## src/rtl/ibex_req_arb2.sv

```systemverilog
// rtl/ibex_req_arb2.sv - two-host arbiter sharing one Ibex-style req/gnt/rvalid port
//
// Shares one single-outstanding req/gnt/rvalid port between hosts h0 and h1.
// The selected host's request is held stable until granted, and the response
// is routed back to the owner. If no response arrives within TIMEOUT_CYCLES
// of the grant, an error response is synthesized and the late response is
// discarded later.
//
// Ports:
//   clk_i, rst_ni                      clock, async active-low reset
//   hN_req/we/be/addr/wdata_i          host N request channel (N = 0,1)
//   hN_gnt/rvalid/rdata/err_o          host N grant and response
//   req/we/be/addr/wdata_o, gnt_i      shared-port request channel
//   rvalid_i, rdata_i, err_i           shared-port response
//   timeout_o                          1-cycle pulse on a synthesized timeout
module ibex_req_arb2 #(
    parameter logic        PRIO_FIXED     = 1'b0,
    parameter int unsigned TIMEOUT_CYCLES = 256
) (
    input  logic        clk_i,
    input  logic        rst_ni,
    input  logic        h0_req_i,
    input  logic        h0_we_i,
    input  logic [3:0]  h0_be_i,
    input  logic [31:0] h0_addr_i,
    input  logic [31:0] h0_wdata_i,
    output logic        h0_gnt_o,
    output logic        h0_rvalid_o,
    output logic [31:0] h0_rdata_o,
    output logic        h0_err_o,
    input  logic        h1_req_i,
    input  logic        h1_we_i,
    input  logic [3:0]  h1_be_i,
    input  logic [31:0] h1_addr_i,
    input  logic [31:0] h1_wdata_i,
    output logic        h1_gnt_o,
    output logic        h1_rvalid_o,
    output logic [31:0] h1_rdata_o,
    output logic        h1_err_o,
    output logic        req_o,
    output logic        we_o,
    output logic [3:0]  be_o,
    output logic [31:0] addr_o,
    output logic [31:0] wdata_o,
    input  logic        gnt_i,
    input  logic        rvalid_i,
    input  logic [31:0] rdata_i,
    input  logic        err_i,
    output logic        timeout_o
);

    localparam int unsigned CW = (TIMEOUT_CYCLES > 0) ? $clog2(TIMEOUT_CYCLES + 1) : 1;
    localparam logic [CW-1:0] CNT_LAST = CW'(TIMEOUT_CYCLES - 1);

    typedef enum logic [1:0] {
        IDLE     = 2'd0,
        WAIT_RSP = 2'd1,
        DRAIN    = 2'd2
    } state_e;

    state_e        state_q, state_d;
    logic          sel_q, lock_q, owner_q, last_q;
    logic [CW-1:0] cnt_q;
    logic          sel, sel_req, timeout_hit;

    // A lock only holds while the locked host still requests; if it withdraws,
    // arbitration is free again in the same cycle.
    always_comb begin
        if (lock_q && (sel_q ? h1_req_i : h0_req_i)) begin
            sel = sel_q;
        end else if (h0_req_i && !h1_req_i) begin
            sel = 1'b0;
        end else if (h1_req_i && !h0_req_i) begin
            sel = 1'b1;
        end else if (PRIO_FIXED) begin
            sel = 1'b0;
        end else begin
            sel = ~last_q;
        end
    end

    assign sel_req = sel ? h1_req_i : h0_req_i;

    // A real response arriving on the timeout cycle takes precedence.
    assign timeout_hit = (TIMEOUT_CYCLES != 0) && (cnt_q == CNT_LAST) && !rvalid_i;

    always_ff @(posedge clk_i or negedge rst_ni) begin
        if (!rst_ni) begin
            state_q <= IDLE;
        end else begin
            state_q <= state_d;
        end
    end

    always_comb begin
        state_d = state_q;
        case (state_q)
            IDLE:     if (sel_req && gnt_i) state_d = WAIT_RSP;
            WAIT_RSP: begin
                if (rvalid_i) begin
                    state_d = IDLE;
                end else if (timeout_hit) begin
                    state_d = DRAIN;
                end
            end
            DRAIN:    if (rvalid_i) state_d = IDLE;
            default:  state_d = IDLE;
        endcase
    end

    always_ff @(posedge clk_i or negedge rst_ni) begin
        if (!rst_ni) begin
            sel_q   <= 1'b0;
            lock_q  <= 1'b0;
            owner_q <= 1'b0;
            last_q  <= 1'b1;
            cnt_q   <= '0;
        end else begin
            case (state_q)
                IDLE: begin
                    if (sel_req && gnt_i) begin
                        owner_q <= sel;
                        last_q  <= sel;
                        lock_q  <= 1'b0;
                        cnt_q   <= '0;
                    end else if (sel_req) begin
                        lock_q  <= 1'b1;
                        sel_q   <= sel;
                    end else begin
                        lock_q  <= 1'b0;
                    end
                end
                WAIT_RSP: cnt_q <= cnt_q + CW'(1);
                default: ;
            endcase
        end
    end

    always_comb begin
        req_o       = 1'b0;
        we_o        = 1'b0;
        be_o        = '0;
        addr_o      = '0;
        wdata_o     = '0;
        h0_gnt_o    = 1'b0;
        h1_gnt_o    = 1'b0;
        h0_rvalid_o = 1'b0;
        h1_rvalid_o = 1'b0;
        h0_rdata_o  = '0;
        h1_rdata_o  = '0;
        h0_err_o    = 1'b0;
        h1_err_o    = 1'b0;
        timeout_o   = 1'b0;
        case (state_q)
            IDLE: begin
                // Fields are gated by the request so the port stays all-zero when idle.
                if (sel_req) begin
                    req_o   = 1'b1;
                    we_o    = sel ? h1_we_i    : h0_we_i;
                    be_o    = sel ? h1_be_i    : h0_be_i;
                    addr_o  = sel ? h1_addr_i  : h0_addr_i;
                    wdata_o = sel ? h1_wdata_i : h0_wdata_i;
                end
                h0_gnt_o = !sel && req_o && gnt_i;
                h1_gnt_o =  sel && req_o && gnt_i;
            end
            WAIT_RSP: begin
                if (rvalid_i) begin
                    if (owner_q) begin
                        h1_rvalid_o = 1'b1;
                        h1_rdata_o  = rdata_i;
                        h1_err_o    = err_i;
                    end else begin
                        h0_rvalid_o = 1'b1;
                        h0_rdata_o  = rdata_i;
                        h0_err_o    = err_i;
                    end
                end else if (timeout_hit) begin
                    timeout_o = 1'b1;
                    if (owner_q) begin
                        h1_rvalid_o = 1'b1;
                        h1_err_o    = 1'b1;
                    end else begin
                        h0_rvalid_o = 1'b1;
                        h0_err_o    = 1'b1;
                    end
                end
            end
            default: ;
        endcase
    end

endmodule

```

## config.mk

```make
export PLATFORM = sky130hd
export DESIGN_NAME = ibex_req_arb2
export DESIGN_NICKNAME = d
export VERILOG_FILES = /design/src/rtl/ibex_req_arb2.sv
export SDC_FILE = /design/constraint.sdc
export NUM_CORES = 1
export LEC_CHECK = 0
export CAP_MARGIN = 20
export CORE_AREA = 2 2 122 124
export CTS_CLUSTER_SIZE = 25
export DETAILED_ROUTE_END_ITERATION = 10
export DIE_AREA = 0 0 124 126
export DONT_BUFFER_PORTS = 1
export PLACE_DENSITY = 0.3
export SYNTH_ARGS = -nofsm -noshare
export SYNTH_HDL_FRONTEND = slang
export SYNTH_SLANG_ARGS = --single-unit
```

## constraint.sdc

```tcl
create_clock -name clk_i -period 2.6 [get_ports clk_i]
set_clock_uncertainty 0.1 [all_clocks]
set_input_delay 0.39 -clock clk_i [delete_from_list [all_inputs] [get_ports clk_i]]
set_output_delay 0.39 -clock clk_i [all_outputs]
set_load 0.03 [all_outputs]
```

==> results of run 1 <==
[cell families (layout without fill, tap and decap cells)]
| logic type | Yosys count | count (layout) | share of synthesized area, % |
|---|---|---|---|
| adders and majority gates | 2 | 2 | 1.11 |
| xor gates and xnor gates | 4 | 4 | 1.56 |
| AOI/OAI and AO/OA | 92 | 93 | 23.6 |
| buffers and inverters | 37 | 132 | 7.35 |
| DFF | 15 | 15 | 16.8 |
| muxes | 1 | 1 | 0.446 |
| and+or+nand+nor | 242 | 242 | 49.2 |
[timing repair]
item,4_1_cts,5_1_grt
resized for setup,0,7
hold buffers,1,0
setup endpoints to repair,0,8
endpoints found under the hold margin,15,0
buffers inserted,0,5
[metal layers]
layer | global-route usage [%] | vias up | wire, µm
met5 | 0 | - | 0
li1 | - | 1467 | -
met2 | 23.1 | 148 | 5820
met1 | 10.8 | 1346 | 3690
met3 | 1.72 | 2 | 813
met4 | 0.793 | 0 | 19
[state kept, by name, summed over array words and instances, names as in the netlist]
register,cells
last_q,1
owner_q,1
lock_q,1
sel_q,1
state_q,2
cnt_q,9
[critical path: cells and delay by family, from the launching register on]
kind	cells	cell delay [ns]
and+or+nand+nor	3	0.64
DFF	1	0.41
adders and majority gates	2	0.37
buffers and inverters	2	0.22
muxes	1	0.09
[layout make-up]
class | count | area share [%]
Clock buffer | 4 | 2.31
Inverter | 7 | 0.768
Multi-Input combinational cell | 342 | 51.4
Sequential cell | 15 | 11.1
Tap cell | 184 | 6.73
Timing Repair Buffer | 121 | 27.7
[power breakdown]
group          switching (mW)  internal (mW)  total, mW
sequential             0.0507          0.284      0.335
combinational            1.07          0.564       1.63
clock                  0.0959          0.208      0.304
total                    1.22           1.06       2.27
[cell usage after synthesis (all sizes together) (2+ instances only)]
library cell / n / area, µm²
buf: 18 / 90.1
nor2b: 3 / 18.8
a31oi: 2 / 18.8
xnor2: 4 / 35.0
inv: 7 / 26.3
or2: 2 / 12.5
nand2: 146 / 548
a21o: 2 / 15.0
a21oi: 74 / 370
nand3: 3 / 15.0
clkbuf: 12 / 48.8
nor2: 16 / 60.1
and2: 64 / 400
ha: 2 / 25.0
a2111oi: 3 / 45.0
o21ai: 5 / 28.8
dfrtp: 14 / 350
nor3: 2 / 10.0
[final timing paths]
kind | cells past startpoint | from | slack [ns] | end
worst min register to register | 2 | cnt_q[8] | 0.42 | cnt_q[8]
worst max-delay path | 8 | cnt_q[1] | 0.15 | h0_err_o
max in group asynchronous | 1 | rst_ni | 1.35 | cnt_q[2]
worst min-delay path | 1 | rvalid_i | 0.11 | state_q[1]
min in group asynchronous | 1 | rst_ni | 0.55 | cnt_q[8]
worst max register to register | 5 | state_q[1] | 0.61 | sel_q
[metrics by stage]
step	cells	area, µm²	power [mW]	hold WS [ns]
global placement	662	3260	1.91	-0.00509
detailed placement	662	3260	1.92	-0.00513
finish	673	3420	2.27	0.108
CTS	667	3350	2.24	0.103
floorplan	393	2250	1.41	-0.00559
global route	673	3420	2.45	0.104
==> impl_metrics.ini, run 1 <==
[floorplanning]
start_util_pct = 15.7
die_x_um = 124
core_area_um2 = 14300
boundaryPins = 318
die_area_um2 = 15600
row_count = 44
die_h_um = 126

[worst_hold_path]
hold_class = in2reg

[yosys]
yosysWarnings = 0
synth_area_per_cell_um2 = 5.71
synthArstFlopShare_pct = 100
ys_seq_elements = 15
ys_seq_area_share_pct = 16.8
syn_inst = 393
synth-edff-count = 0
synth_area_um2 = 2250
syn-num-nets = 572
synth_ff_type = dfrtp_1
synth_cell_types = 37

[layout]
mostFrequentLayoutCells = nand2_1, buf_4, a21oi_1
multi_input_area_um2 = 1760
layout_commonest_cell = nand2_1
final_util_pct = 23.9
regArea_um2 = 378
antennaDiodeCount = 0
area_growth_pct = 52.3
nets = 669
drive_above_1_share_pct = 28.4
fill_cells = 1658

[grt]
grt_pass1_wl_um = 13500
grtUsageTotal_pct = 10.8
antenna_found_initial = 0
grt_max_degree = 72
grt_pass1_vias = 2732
overflow = 0

[sta]
max_slew.worst_pin.slew_ns = 0.729
clock.fmax_ghz = 0.408
slew_headroom_pct = 51.3
finalCriticalPeriod_ns = 2.45
finalSetupViolations = 0
fin_ws_ns = 0.147
tns_ns = 0
hold_viol = 0
rsz0062_at_grt = false
period_share_pct = 94.3
maxSlewViolCount = 0

[status]
status = completed

[setup_path]
end_kind = output port
critPathKind = reg2out
cp_cell_sequence = ha_4 > inv_1 > or2_2 > nor2_2 > ha_2 > mux2i_1 > nor3_1 > buf_4
cp_slowest_cell = dfrtp_1
crit_arrival_ns = 1.96
critPathLaunchType = register
required_ns = 2.11
worstPathMaxFanout = 4
crit_path_max_incr_delay_ns = 0.41

[routing]
wl_um = 10300
dr.pass1.iters = 4
post_drt_wl_per_cell_um = 15.4
ant_nets = 0
viasPerCell = 4.40
drcViolationCount = 0
vias = 2963
drt_iter0_markers = 61

[pwr]
power_leakage_nw = 1.64
ir_worst_vdd_v = 0.000322
powerDensity_nw_per_um2 = 664

[clocking]
clkTransAtPathRegs_ns = 0.05
cts_sinks = 15
cts_root_buf = clkbuf_16
cts_buffers = 3
cts_buffer_depth = 2
clkLatencyLatePin_ns = 0.24
cts_tree = done
cts-htree-levels = 1

[placed_design]
gp_congestion = 0.725
hpwl_um = 8130
portBuffers = 0
preCtsSetupSlack_ns = 0.325

[job]
maxCapViolCount = 0
Note: power is estimated with default switching activity, not from simulation.
==> run 2: changes to the inputs <==
--- a/config.mk
+++ b/config.mk
@@ -11,7 +11,6 @@
 export DETAILED_ROUTE_END_ITERATION = 10
 export DIE_AREA = 0 0 124 126
 export DONT_BUFFER_PORTS = 1
-export PLACE_DENSITY = 0.3
 export SYNTH_ARGS = -nofsm -noshare
 export SYNTH_HDL_FRONTEND = slang
 export SYNTH_SLANG_ARGS = --single-unit
==> run 2 against run 1 <==
Net effect: sequential power rose by 2%; largest cell class unchanged; highest routed layer unchanged; power fell by 2.0%; non-clock buffer count fell by 1.
==> impl_metrics.ini, run 2 (synthesis gave the netlist of run 1 again) <==
[status]
status = completed

[worst_hold_path]
whs_endpoint = state_q[1]
min_path_cells = 1
hold_start = rvalid_i
hold_class = in2reg

[setup_path]
crit_buf_inv = 2
critPathKind = reg2out
r2r_cells = 6
cp_slowest_cell = dfrtp_1
cpMostUsedCell = ha_2
end_kind = output port
cp_cell_sequence = ha_2 > inv_1 > or2_2 > nor2_2 > ha_2 > mux2i_1 > nor3_2 > buf_4
r2r_slack_ns = 0.62
r2r_start = state_q[0]
worstPathMaxFanout = 5
critPathLaunchType = register
required_ns = 2.11
crit_arrival_ns = 2.01
crit-reg2reg-capture = sel_q
cp-startpoint = cnt_q[0]
cp_top_family = simple AND/OR/NAND/NOR gates
crit_path_max_incr_delay_ns = 0.40

[floorplanning]
die_area_um2 = 15600
start_util_pct = 15.7
die_x_um = 124
row_count = 44
core_area_um2 = 14300
die_h_um = 126
boundaryPins = 318

[layout]
layout_commonest_cell = nand2_1
fill_cells = 1570
antennaDiodeCount = 0
drive_above_1_share_pct = 28.1
regMostFlops = cnt_q
final_util_pct = 23.8
mostFrequentLayoutCells = nand2_1, buf_4, a21oi_1
area_growth_pct = 51.9
regArea_um2 = 377
multi_input_area_um2 = 1740
largest_reg_flops = 9
top_regs = cnt_q: 9 flops, state_q: 2 flops
nets = 667
fin_area_um2 = 3410

[sta]
slew_headroom_pct = 39.6
max_slew.worst_pin.slew_ns = 0.903
clock.fmax_ghz = 0.400
hold_viol = 0
maxSlewViolCount = 0
finalCriticalPeriod_ns = 2.50
finalSetupViolations = 0
period_share_pct = 96.1

[routing]
viasPerCell = 4.44
drcViolationCount = 0
dr.pass1.iters = 4
vias = 2979
post_drt_wl_per_cell_um = 14.0
wl_um = 9380
drt_iter0_markers = 154
ant_nets = 0

[pwr]
powerDensity_nw_per_um2 = 653
power_leakage_nw = 1.63
ir_worst_vdd_v = 0.000444

[clocking]
clkTransAtPathRegs_ns = 0.05
cts_sinks = 15
cts_buffers = 3
cts-htree-levels = 1
clkLatencyLatePin_ns = 0.25
cts_buffer_depth = 2
cts_tree = done
cts_root_buf = clkbuf_16

[placed_design]
gp_congestion = 0.836
hpwl_um = 7740
place_area_um2 = 3290
portBuffers = 0

[grt]
grt_pass1_wl_um = 12700
antenna_found_initial = 0
overflow = 0
grtUsageTotal_pct = 10.2
grt_pass1_vias = 2471
grt_max_degree = 49

[job]
maxCapViolCount = 0
## run 2: where the power goes
group	switching [mW]	internal [mW]	leakage, nW
logic	1.05	0.537	1.40
registers	0.0572	0.283	0.194
clock network	0.0902	0.207	0.0382
total	1.20	1.03	1.63
## run 2: per-layer routing
| layer | part of all wire [%] | routed length, µm | GRT usage (%) |
|---|---|---|---|
| met5 | 0 | 0 | 0 |
| met4 | 0.23 | 22 | 0.991 |
| met3 | 6.8 | 642 | 0.861 |
| met2 | 50 | 4690 | 17.8 |
| met1 | 43 | 4020 | 14.0 |
## run 2: worst reg2reg max path: cells and delay by family (launching register included)
kind                   cells  cell delay, ns
buffers and inverters      2            0.55
AO/OA/AOI/OAI              3            0.54
flip-flops                 1            0.45
AND/OR/NAND/NOR            1            0.27
## run 2: worst max-delay path by stage
stage / endpoint / slack, ns / depth (start not counted)
3_3_place_gp: h0_err_o / 0.41 / 8
6_report: h0_err_o / 0.10 / 8
2_1_floorplan: timeout_o / 0.14 / 6
3_5_place_dp: h0_err_o / 0.36 / 8
5_1_grt: h0_err_o / -0.04 / 8
4_1_cts: h0_err_o / 0.09 / 8
## run 2: timing repair
item | 4_1_cts | 5_1_grt
setup endpoints to repair | 0 | 5
buffers inserted | 0 | 1
gates resized for setup | 0 | 6
hold buffers | 1 | 0
endpoints found under the hold margin | 15 | 0
## run 2: cell type report
type | count | area share, %
multi-input combinational | 341 | 51.1
timing repair buffer | 120 | 28.1
sequential | 15 | 11.0
tap | 184 | 6.75
clock buffer | 4 | 2.31
inverter | 7 | 0.770
## run 2: through the flow
step           hold WS [ns]  setup WS, ns  TNS [ns]  std cells  total power, mW
6_report              0.113         0.103         0        671             2.23
5_1_grt               0.114       -0.0357   -0.0357        671             2.38
4_1_cts               0.112        0.0915         0        670             2.22
3_5_place_dp       -0.00518         0.355         0        665             1.91
3_3_place_gp       -0.00521         0.405         0        665             1.89
2_1_floorplan      -0.00559         0.141         0        393             1.41
